$ cat src/rtl/shift_reg_univ.sv
// Universal WIDTH-bit shift register: hold / shift right / shift left / load,
// optional rotate, plus an autonomous burst engine that shifts N times on its own.
module shift_reg_univ #(
  parameter int WIDTH = 8,
  parameter int CNT_W = $clog2(WIDTH + 1)
) (
  input  logic             clk,
  input  logic             rst_n,
  input  logic             en,
  input  logic [1:0]       mode,
  input  logic             rotate,
  input  logic             sin,
  input  logic [WIDTH-1:0] d,
  input  logic             burst_start,
  input  logic [CNT_W-1:0] burst_len,
  input  logic             burst_dir,
  output logic [WIDTH-1:0] q,
  output logic             sout,
  output logic             busy,
  output logic             done
);

  localparam logic [1:0] ST_IDLE  = 2'd0;
  localparam logic [1:0] ST_BURST = 2'd1;
  localparam logic [1:0] ST_DONE  = 2'd2;

  localparam logic [1:0] MODE_RIGHT = 2'b01;
  localparam logic [1:0] MODE_LEFT  = 2'b10;
  localparam logic [1:0] MODE_LOAD  = 2'b11;

  localparam logic [CNT_W-1:0] MAX_LEN = CNT_W'(WIDTH);
  localparam logic [CNT_W-1:0] ONE_LEN = CNT_W'(1);

  logic [WIDTH-1:0] q_q, q_d;
  logic             sout_q, sout_d;
  logic [1:0]       state_q, state_d;
  logic [CNT_W-1:0] cnt_q, cnt_d;
  logic             dir_q, dir_d;
  logic             rot_q, rot_d;
  logic             busy_q, busy_d;
  logic             done_q, done_d;
  logic [CNT_W-1:0] len_clamped;

  // Returns {shifted_out_bit, new_word}; left = 1 shifts toward the MSB.
  function automatic logic [WIDTH:0] shift_word(
    input logic [WIDTH-1:0] w,
    input logic             left,
    input logic             rot,
    input logic             fill_in
  );
    logic fill;
    if (left) begin
      fill = rot ? w[WIDTH-1] : fill_in;
      return {w[WIDTH-1], w[WIDTH-2:0], fill};
    end else begin
      fill = rot ? w[0] : fill_in;
      return {w[0], fill, w[WIDTH-1:1]};
    end
  endfunction

  assign len_clamped = (burst_len > MAX_LEN) ? MAX_LEN : burst_len;

  always_comb begin
    q_d     = q_q;
    sout_d  = sout_q;
    state_d = state_q;
    cnt_d   = cnt_q;
    dir_d   = dir_q;
    rot_d   = rot_q;
    if (en) begin
      case (state_q)
        ST_IDLE: begin
          if (burst_start) begin
            // Direction and rotate are captured so the burst ignores later changes.
            cnt_d   = len_clamped;
            dir_d   = burst_dir;
            rot_d   = rotate;
            state_d = (len_clamped == '0) ? ST_DONE : ST_BURST;
          end else begin
            case (mode)
              MODE_RIGHT: {sout_d, q_d} = shift_word(q_q, 1'b0, rotate, sin);
              MODE_LEFT:  {sout_d, q_d} = shift_word(q_q, 1'b1, rotate, sin);
              MODE_LOAD:  q_d = d;
              default:    q_d = q_q;
            endcase
          end
        end
        ST_BURST: begin
          {sout_d, q_d} = shift_word(q_q, dir_q, rot_q, sin);
          cnt_d = cnt_q - ONE_LEN;
          if (cnt_q == ONE_LEN) begin
            state_d = ST_DONE;
          end
        end
        ST_DONE: begin
          state_d = ST_IDLE;
        end
        default: begin
          state_d = ST_IDLE;
        end
      endcase
    end
    busy_d = (state_d == ST_BURST);
    done_d = (state_d == ST_DONE);
  end

  // busy/done are decoded from the next state so they leave as flop outputs.
  always_ff @(posedge clk or negedge rst_n) begin
    if (!rst_n) begin
      q_q     <= '0;
      sout_q  <= 1'b0;
      state_q <= ST_IDLE;
      cnt_q   <= '0;
      dir_q   <= 1'b0;
      rot_q   <= 1'b0;
      busy_q  <= 1'b0;
      done_q  <= 1'b0;
    end else begin
      q_q     <= q_d;
      sout_q  <= sout_d;
      state_q <= state_d;
      cnt_q   <= cnt_d;
      dir_q   <= dir_d;
      rot_q   <= rot_d;
      busy_q  <= busy_d;
      done_q  <= done_d;
    end
  end

  assign q    = q_q;
  assign sout = sout_q;
  assign busy = busy_q;
  assign done = done_q;

endmodule

$ cat config.mk
export PLATFORM = sky130hd
export DESIGN_NAME = shift_reg_univ
export DESIGN_NICKNAME = d
export VERILOG_FILES = /design/src/rtl/shift_reg_univ.sv
export SDC_FILE = /design/constraint.sdc
export NUM_CORES = 1
export LEC_CHECK = 0
export BUFFER_PORTS_ARGS = -buffer_cell sky130_fd_sc_hd__buf_2
export CAP_MARGIN = 10
export CORE_UTILIZATION = 31
export CTS_BUF_LIST = sky130_fd_sc_hd__clkbuf_4
export CTS_CLUSTER_DIAMETER = 60
export CTS_CLUSTER_SIZE = 40
export DETAILED_ROUTE_END_ITERATION = 12
export GPL_ROUTABILITY_DRIVEN = 0
export GPL_TIMING_DRIVEN = 0
export HOLD_SLACK_MARGIN = 0.1
export PLACE_DENSITY_LB_ADDON = 0.25
export SLEW_MARGIN = 40
export SYNTH_ARGS = -nofsm -noshare
export SYNTH_HDL_FRONTEND = slang
export SYNTH_SLANG_ARGS = --single-unit
$ cat constraint.sdc
create_clock -name clk -period 2.06 [get_ports clk]
set_clock_uncertainty 0.05 [all_clocks]
set_input_delay 0.206 -clock clk [delete_from_list [all_inputs] [get_ports clk]]
set_output_delay 0.206 -clock clk [all_outputs]
set_load 0.005 [all_outputs]
After elaboration in Yosys (flattened, before gate mapping)
Index checks and enable logic that the tools add are counted.
{ "word_totals": {"register_bits": 19, "input_bits": 21, "out_inout_bits": 11, "wordCells": 47} }
{ "op_classes": {"add_sub_neg": 1, "n_lt_le_gt_ge": 1, "eq_ne": 11, "mux": 19, "reduce_logical": 7} }
{ "ops": {"columns": ["op", "n"], "rows": [
  ["one-hot mux 8 bit (3 select lines)", 1],
  ["one-hot mux 8 bit (2 select lines)", 1],
  ["2-to-1 mux 9 bit", 1],
  ["2-to-1 mux 2 bit", 4],
  ["2-to-1 mux 4 bit", 2],
  ["2-to-1 mux 8 bit", 1],
  ["one-hot mux 4 bit (2 select lines)", 1],
  ["AND reduction 4 bit", 2],
  ["equality test 2 x 1 -> 1 bit (second input constant)", 3],
  ["equality test 2 bit (second input constant)", 3],
  ["AND reduction 3 bit", 2],
  ["2-to-1 mux 1 bit", 5],
  ["equality test 4 x 1 -> 1 bit (second input constant)", 1],
  ["greater-than comparator 4 bit (second input constant)", 1],
  ["zero test 4 bit", 1],
  ["!= test 2 bit (second input constant)", 2],
  ["!= test 4 x 1 -> 1 bit (second input constant)", 1],
  ["one-hot mux 1 bit (2 select lines)", 2],
  ["one-hot mux 2 bit (2 select lines)", 1],
  ["subtractor 4 x 1 -> 4 bit (second input constant)", 1],
  ["!= test 3 x 1 -> 1 bit (second input constant)", 1],
  ["zero test 2 bit", 1],
  ["nonzero test 2 bit", 1]
]} }

Longest topological paths before layout
Gate-level depths: netlist of the first run.
{ "depth": {"word_depth": 8, "ltp_mapped": 7, "ltp_nobuf": 6} }

Worst setup path before layout of the first run
OpenSTA, ideal clock, no wires.
{ "synth_path": {"kind": "input-to-reg", "from": "in mode[0]", "to": "reg q_q[0] (netlist: q[0])", "t_arrival_ns": 1.465, "required_time_ns": 1.885, "path_slack_ns": 0.420, "path_stages": 6, "path_buffers": 2, "path_cell_list": "ha_1 > buf_6 > or2_0 > o311a_1 > buf_6 > mux2_4"} }
{ "synth_between": {"elab_chain_cells": 4} }
{ "synth_lines": {"columns": ["element", "line", "rtl"], "rows": [
  ["start, declared", "10", "input logic [1:0] mode,"],
  ["equality test 2 bit or equality test 2 x 1 -> 1 bit (tied branches)", "80", "case (mode)"],
  ["one-hot mux 8 bit (3 select lines)", "80", null],
  ["2-to-1 mux 8 bit", "73", "if (burst_start) begin"],
  ["one-hot mux 8 bit (2 select lines)", "71", "case (state_q)"],
  ["end signal, assigned", "119", "q_q <= q_d;"],
  ["end, declared", "34", "logic [WIDTH-1:0] q_q, q_d;"]
]} }
Several ways; a longest one is shown, not always the timed one. The select of a mux whose other input is x is not followed.
A chain may end at the register's enable or synchronous reset.

Worst setup path in the final report of the first run
{ "layout_path": {"from": "reg state_q[0]", "to": "reg q_q[5] (netlist: q[5])"} }
{ "layout_between": {"elab_chain_cells": 3} }
{ "layout_lines": {"columns": ["element", "line", "rtl"], "rows": [
  ["start, declared", "36", "logic [1:0] state_q, state_d;"],
  ["start signal, assigned", "121", "state_q <= state_d;"],
  ["zero test 2 bit or equality test 2 x 1 -> 1 bit (tied branches)", "71", null],
  ["!= test 4 x 1 -> 1 bit (no source line) (tied with other cells)", null, null],
  ["AND reduction 4 bit (no source line)", null, null]
]} }
Several ways; a longest one is shown, not always the timed one.

==> results.toml, run 1 <==
[clocking]
post_cts_resized = 0
cts_num_sinks = 19
cts_setup_buffers = 0
clk_latency_ns = 0.30
cts_tree = "built"
clk_pin_slew_ns = 0.12
cts.path.max_buffers = 2
root_buffer = "clkbuf_4"
h-tree-depth = 1
cts_hold_buffers = 3
cts_buffers = 3

[pwr]
ir_drop_mv = 0.366
p_leak_nw = 0.751
p_total_w = 0.00215
power.density_nw_per_um2 = 1350

[placement]
post-dp-hpwl_mm = 2.22
portBuffers = 31
dp.cells = 211
place_area_um2 = 1530

[setup_path]
end_kind = "flip-flop"
crit_type = "flip-flop to flip-flop"
critPathSlowestCell = "dfrtp_1"
path_cells = "clkbuf_1 > nor2b_1 > buf_2 > buf_2 > a21oi_1 > mux2_4"
crit_arrival_ns = 1.89
start_kind = "flip-flop"
required_ns = 2.22
cpMostUsedCell = "buf_2"
worst-path-max-fanout = 10
max_stage_delay_ns = 0.34

[floorplanning]
initial_core_util = 0.325
core_area_um2 = 4030
die_x_um = 67.0
pin_count = 32
die_y_um = 67.0
dieArea_um2 = 4490
row_count = 23

[finish]
layout_common_cells = "buf_2 (35), dfrtp_1 (19), mux2i_1 (12), a21oi_1 (12), nor2_1 (10)"
fill_cells = 426
drive_gt1_frac = 0.345
area_growth_pct = 21.2
insertedDiodeCount = 0
fin_cells = 218
final_common_cell = "buf_2"
fin_area_um2 = 1590
final_nets = 195

[timing]
tns_ns = 0
holdWs_ns = 0.149
max_freq_ghz = 0.578
period_minus_slack_ns = 1.73
rsz0062_at_grt = "false"
fin_crit_sh = 0.839
tightest_slew_ns = 0.626
drv_slew = 0
setup_viol = 0
hold_violations = 0
relSlewSlack = 0.580

[global_route]
grt_pass1_vias = 1053
grt_pass1_wl_mm = 5.07
grt_max_degree = 20
grt-ovfl-total = 0
antenna_found_initial = 0
grt_usage = 0.150

[routing]
detail-route-antenna-nets = 0
drt_pass1_iterations = 4
avgViaCountPerCell = 5.18
dr.first_iter.drc_count = 58
wl_per_cell_um = 14.2
routed_wl_mm = 3.09
drcViolationCount = 0
vias = 1129

[hold_path]
hold_path_class = "input port to flip-flop"

[synthesis]
yosys_warnings = 0
yosys.area.top_type = "dfrtp_1"
synth_area_per_cell_um2 = 10.1
synthCells = 130
synth_cell_types = 34
postSynthNetCount = 156
synth.top_cells.by_area = "dfrtp_1 (36%), mux2i_1 (9.2%), mux2_4 (8.0%)"
synth-seq-area-share = 0.363
ys_ff_latch = 19
synth_top_area_share = 0.363
syn_area_um2 = 1310

[flow_run]
maxCapViolations = 0

[outcome]
status = "completed"
[worst max-delay path: cells and delay by family (launching register included)]
family,cells,cell delay (ns)
compound gates,1,0.10
simple gates,1,0.16
buf+inv,3,0.72
flops,1,0.34
mux,1,0.26
[registers in the layout (all words and copies together) (netlist names)]
signal,flops
done,1
cnt_q,4
rot_q,1
sout,1
busy,1
state_q,2
q,8
dir_q,1
[worst paths after layout]
| check | start | end | slack (ns) | cells after the start |
|---|---|---|---|---|
| max | state_q[0] | q[5] | 0.33 | 6 |
| min | rotate | rot_q | 0.15 | 2 |
| max reg2reg | state_q[0] | q[5] | 0.33 | 6 |
| min reg2reg | cnt_q[3] | cnt_q[3] | 0.53 | 2 |
| max in group asynchronous | rst_n | cnt_q[2] | 1.31 | 2 |
| min in group asynchronous | rst_n | q[0] | 0.32 | 2 |
[logic make-up (layout without fill, tap and decap cells)]
group,after synthesis,in the layout,synth area share
compound gates,42,42,0.225
simple gates,27,27,0.108
mux,22,22,0.198
flops,19,19,0.363
buf+inv,15,53,0.0583
fa+ha+maj,5,5,0.0478
[area by class of cell]
type | count | area [um^2] | area share
inverter | 7 | 26.3 | 0.0166
tap | 50 | 62.6 | 0.0394
buffer | 8 | 50.0 | 0.0315
multi-input combinational | 96 | 757 | 0.477
sequential | 19 | 475 | 0.300
timing repair buffer | 34 | 185 | 0.117
clock buffer | 4 | 30.0 | 0.0189
[per-layer routing]
metal,part of all wire,vias up,GRT usage
met1,0.47,534,0.205
met4,0.018,0,0.0638
met3,0.045,5,0.0171
met2,0.47,32,0.235
met5,0,-,0
li1,-,558,-
[cells in the mapped netlist, drive strengths merged]
cell,instances
dfrtp,19
a22oi,2
nand2,2
a21oi,12
a221oi,1
buf,7
a31oi,1
o21ai,6
a2bb2oi,2
mux2,10
mux2i,12
nor2,10
o311a,1
a22o,6
or2,1
nor2b,2
clkbuf,1
or3,1
nor3,2
nand2b,4
and2,1
inv,7
or4,1
nor3b,3
o21bai,1
ha,5
o22ai,2
o32a,1
a211oi,7
[metrics by stage]
step                       util  setup slack (ns)
after floorplan               -             0.420
after global placement    0.379             0.231
after detailed placement  0.379             0.227
after CTS                 0.394             0.293
after global routing      0.394             0.108
final                     0.394             0.331
[where the power goes]
part	internal, W	leakage, nW	switching (W)
combinational	0.000633	0.508	0.000541
sequential	0.000551	0.225	0.000210
clock	0.0000887	0.0184	0.000124
total	0.00127	0.751	0.000875
Note: power is estimated with default switching activity, not from simulation.
==> run 2: changes to the inputs <==
Settings changed: ABC_AREA set to 1.
Clock period 2.06 ns to 1.5 ns, I/O delays scaled along.
==> results.toml, run 2 <==
[synthesis]
synthCells = 209
yosys.area.top_type = "dfrtp_1"
synth_fa_ha_area_frac = 0.0440
syn_area_um2 = 1420
synth_flop_cell = "dfrtp_1"
synth_area_per_cell_um2 = 6.81
ys_ff_latch = 19
synth_top_family_by_area = "simple AND/OR/NAND/NOR gates"
yosysMostFrequentCell = "nand2_1"
synth.area.mux_share = 0
synth_cell_types = 23
synth_top_area_share = 0.334
synth-edff-count = 0
yosys_warnings = 0
synthArstFlopShare = 1.00
synthXorXnorAreaFrac = 0.00616
synth.top_cells.by_area = "dfrtp_1 (33%), nand2_1 (22%), inv_1 (6.1%)"
synth-compound-area-share = 0.154
synth-seq-area-share = 0.334
postSynthNetCount = 235
synthSimpleGateAreaFrac = 0.358
synthTopCellsByCount = "nand2_1 (82), inv_1 (23), dfrtp_1 (19), nor2_1 (15)"

[timing]
relSlewSlack = 0.691
setup_slack_ns = 0.136
drv_slew = 0
rsz0062_at_grt = "false"
period_minus_slack_ns = 1.36
hold_violations = 0
fin_crit_sh = 0.909
setup_viol = 0
tightest_slew_ns = 0.463
max_freq_ghz = 0.733

[finish]
final_common_cell = "nand2_1"
fill_cells = 505
final_nets = 276
largest_register_ffs = 8
area_growth_pct = 22.1
layout_common_cells = "nand2_1 (82), buf_2 (34), inv_1 (23)"
insertedDiodeCount = 0
fin_cells = 301
drive_gt1_frac = 0.237

[clocking]
clk_latency_ns = 0.31
clk_pin_slew_ns = 0.12
cts.path.max_buffers = 2
root_buffer = "clkbuf_4"
h-tree-depth = 1
cts_tree = "built"
cts_buffers = 3
cts_num_sinks = 19

[global_route]
grt_usage = 0.153
grt_use_met2 = 0.257
grt_pass1_wl_mm = 6.02
antenna_found_initial = 0
busiest_layer = "met2"
gr-usage-met1 = 0.199
grt_pass1_vias = 1365
grt_max_degree = 20
grt-ovfl-total = 0
met3_usage = 0.0305

[hold_path]
min_path_cells = 4
hold_start = "burst_len[3]"
hold_path_class = "input port to flip-flop"
min_to = "cnt_q[1]"

[placement]
dp.cells = 291
portBuffers = 30
post-dp-hpwl_mm = 2.56
dp_slack_ns = -0.0340

[setup_path]
reg2reg_to = "sout"
rr_worst_depth = 6
required_ns = 1.69
cp_top_family = "buffers and inverters"
rrSetupSlack_ns = 0.14
r2r-start = "state_q[0]"
crit_arrival_ns = 1.56
critPathSlowestCell = "dlygate4sd3_1"
worst-path-max-fanout = 10
crit_type = "input port to flip-flop"
path_buf_inv = 4
max_stage_delay_ns = 0.52
path_cells = "dlygate4sd3_1 > buf_4 > inv_1 > nor2_2 > nand2_2 > nor2_4 > buf_8 > nand2_2 > o21ai_2"
end_kind = "flip-flop"
cpMostUsedCell = "nand2_2"
start_kind = "input port"

[routing]
drcViolationCount = 0
wl_per_cell_um = 11.5
dr.first_iter.drc_count = 100
avgViaCountPerCell = 4.71
routed_wl_mm = 3.46
drt_pass1_iterations = 5
detail-route-antenna-nets = 0
vias = 1417

[floorplanning]
core_area_um2 = 4380
dieArea_um2 = 4860
row_count = 24
die_x_um = 69.7
die_y_um = 69.7
initial_core_util = 0.324
pin_count = 32

[outcome]
status = "completed"

[pwr]
power.density_nw_per_um2 = 1640
ir_drop_mv = 0.702
p_leak_nw = 0.932

[flow_run]
maxCapViolations = 0
## run 2: tightest hold or removal path: cells and delay by family
family,cells,cell delay (ns)
AO/OA/AOI/OAI,1,0.06
AND/OR/NAND/NOR,2,0.14
buffers and inverters,1,0.09
## run 2: stage by stage
step | util | power [W] | cell area (um^2) | hold WS [ns] | setup TNS, ns
2_1_floorplan | - | 0.00211 | 1420 | -0.196 | 0
3_3_place_gp | 0.374 | 0.00255 | 1640 | 0.0794 | -0.0601
3_5_place_dp | 0.374 | 0.00256 | 1640 | 0.0827 | -0.113
4_1_cts | 0.394 | 0.00288 | 1730 | 0.118 | 0
5_1_grt | 0.396 | 0.00317 | 1740 | 0.133 | 0
6_report | 0.396 | 0.00286 | 1740 | 0.117 | 0
## run 2: layout make-up
class,count,area [um^2],share of cell area
buffer,8,61.3,0.0353
sequential,19,475,0.274
multi-input combinational,159,808,0.465
timing repair buffer,36,210,0.121
inverter,23,86.3,0.0497
tap,52,65.1,0.0375
clock buffer,4,30.0,0.0173
## run 2: power breakdown
part	total [W]	internal, W	switching [W]
combinational	0.00162	0.000658	0.000960
clock	0.000294	0.000122	0.000172
sequential	0.000944	0.000730	0.000214
total	0.00286	0.00151	0.00135
## run 2: cell families after synthesis
| group | count (synthesis) |
|---|---|
| xor+xnor | 1 |
| simple gates | 118 |
| fa+ha+maj | 5 |
| flops | 19 |
| buf+inv | 31 |
| compound gates | 35 |
## run 2: repair_timing
item | in CTS | in global routing
setup endpoints to repair | 0 | 2
gates resized for setup | 0 | 2
buffers inserted | 0 | 0
hold buffers | 6 | 0
hold endpoints to repair | 26 | 0
## run 2: worst max-delay path by stage
stage	to	slack [ns]	from	cells after the start
after global placement	q[0]	-0.01	mode[0]	10
after CTS	sout	0.1	state_q[0]	6
after detailed placement	q[4]	-0.03	mode[0]	10
after global routing	q[7]	0.01	en	9
final	q[4]	0.14	en	9
after floorplan	q[5]	0.24	mode[0]	9
## run 2: metal layers
layer	wire length [um]	vias up
li1	-	743
met1	1620	627
met2	1600	41
met3	178	6
met4	55	0
met5	0	-
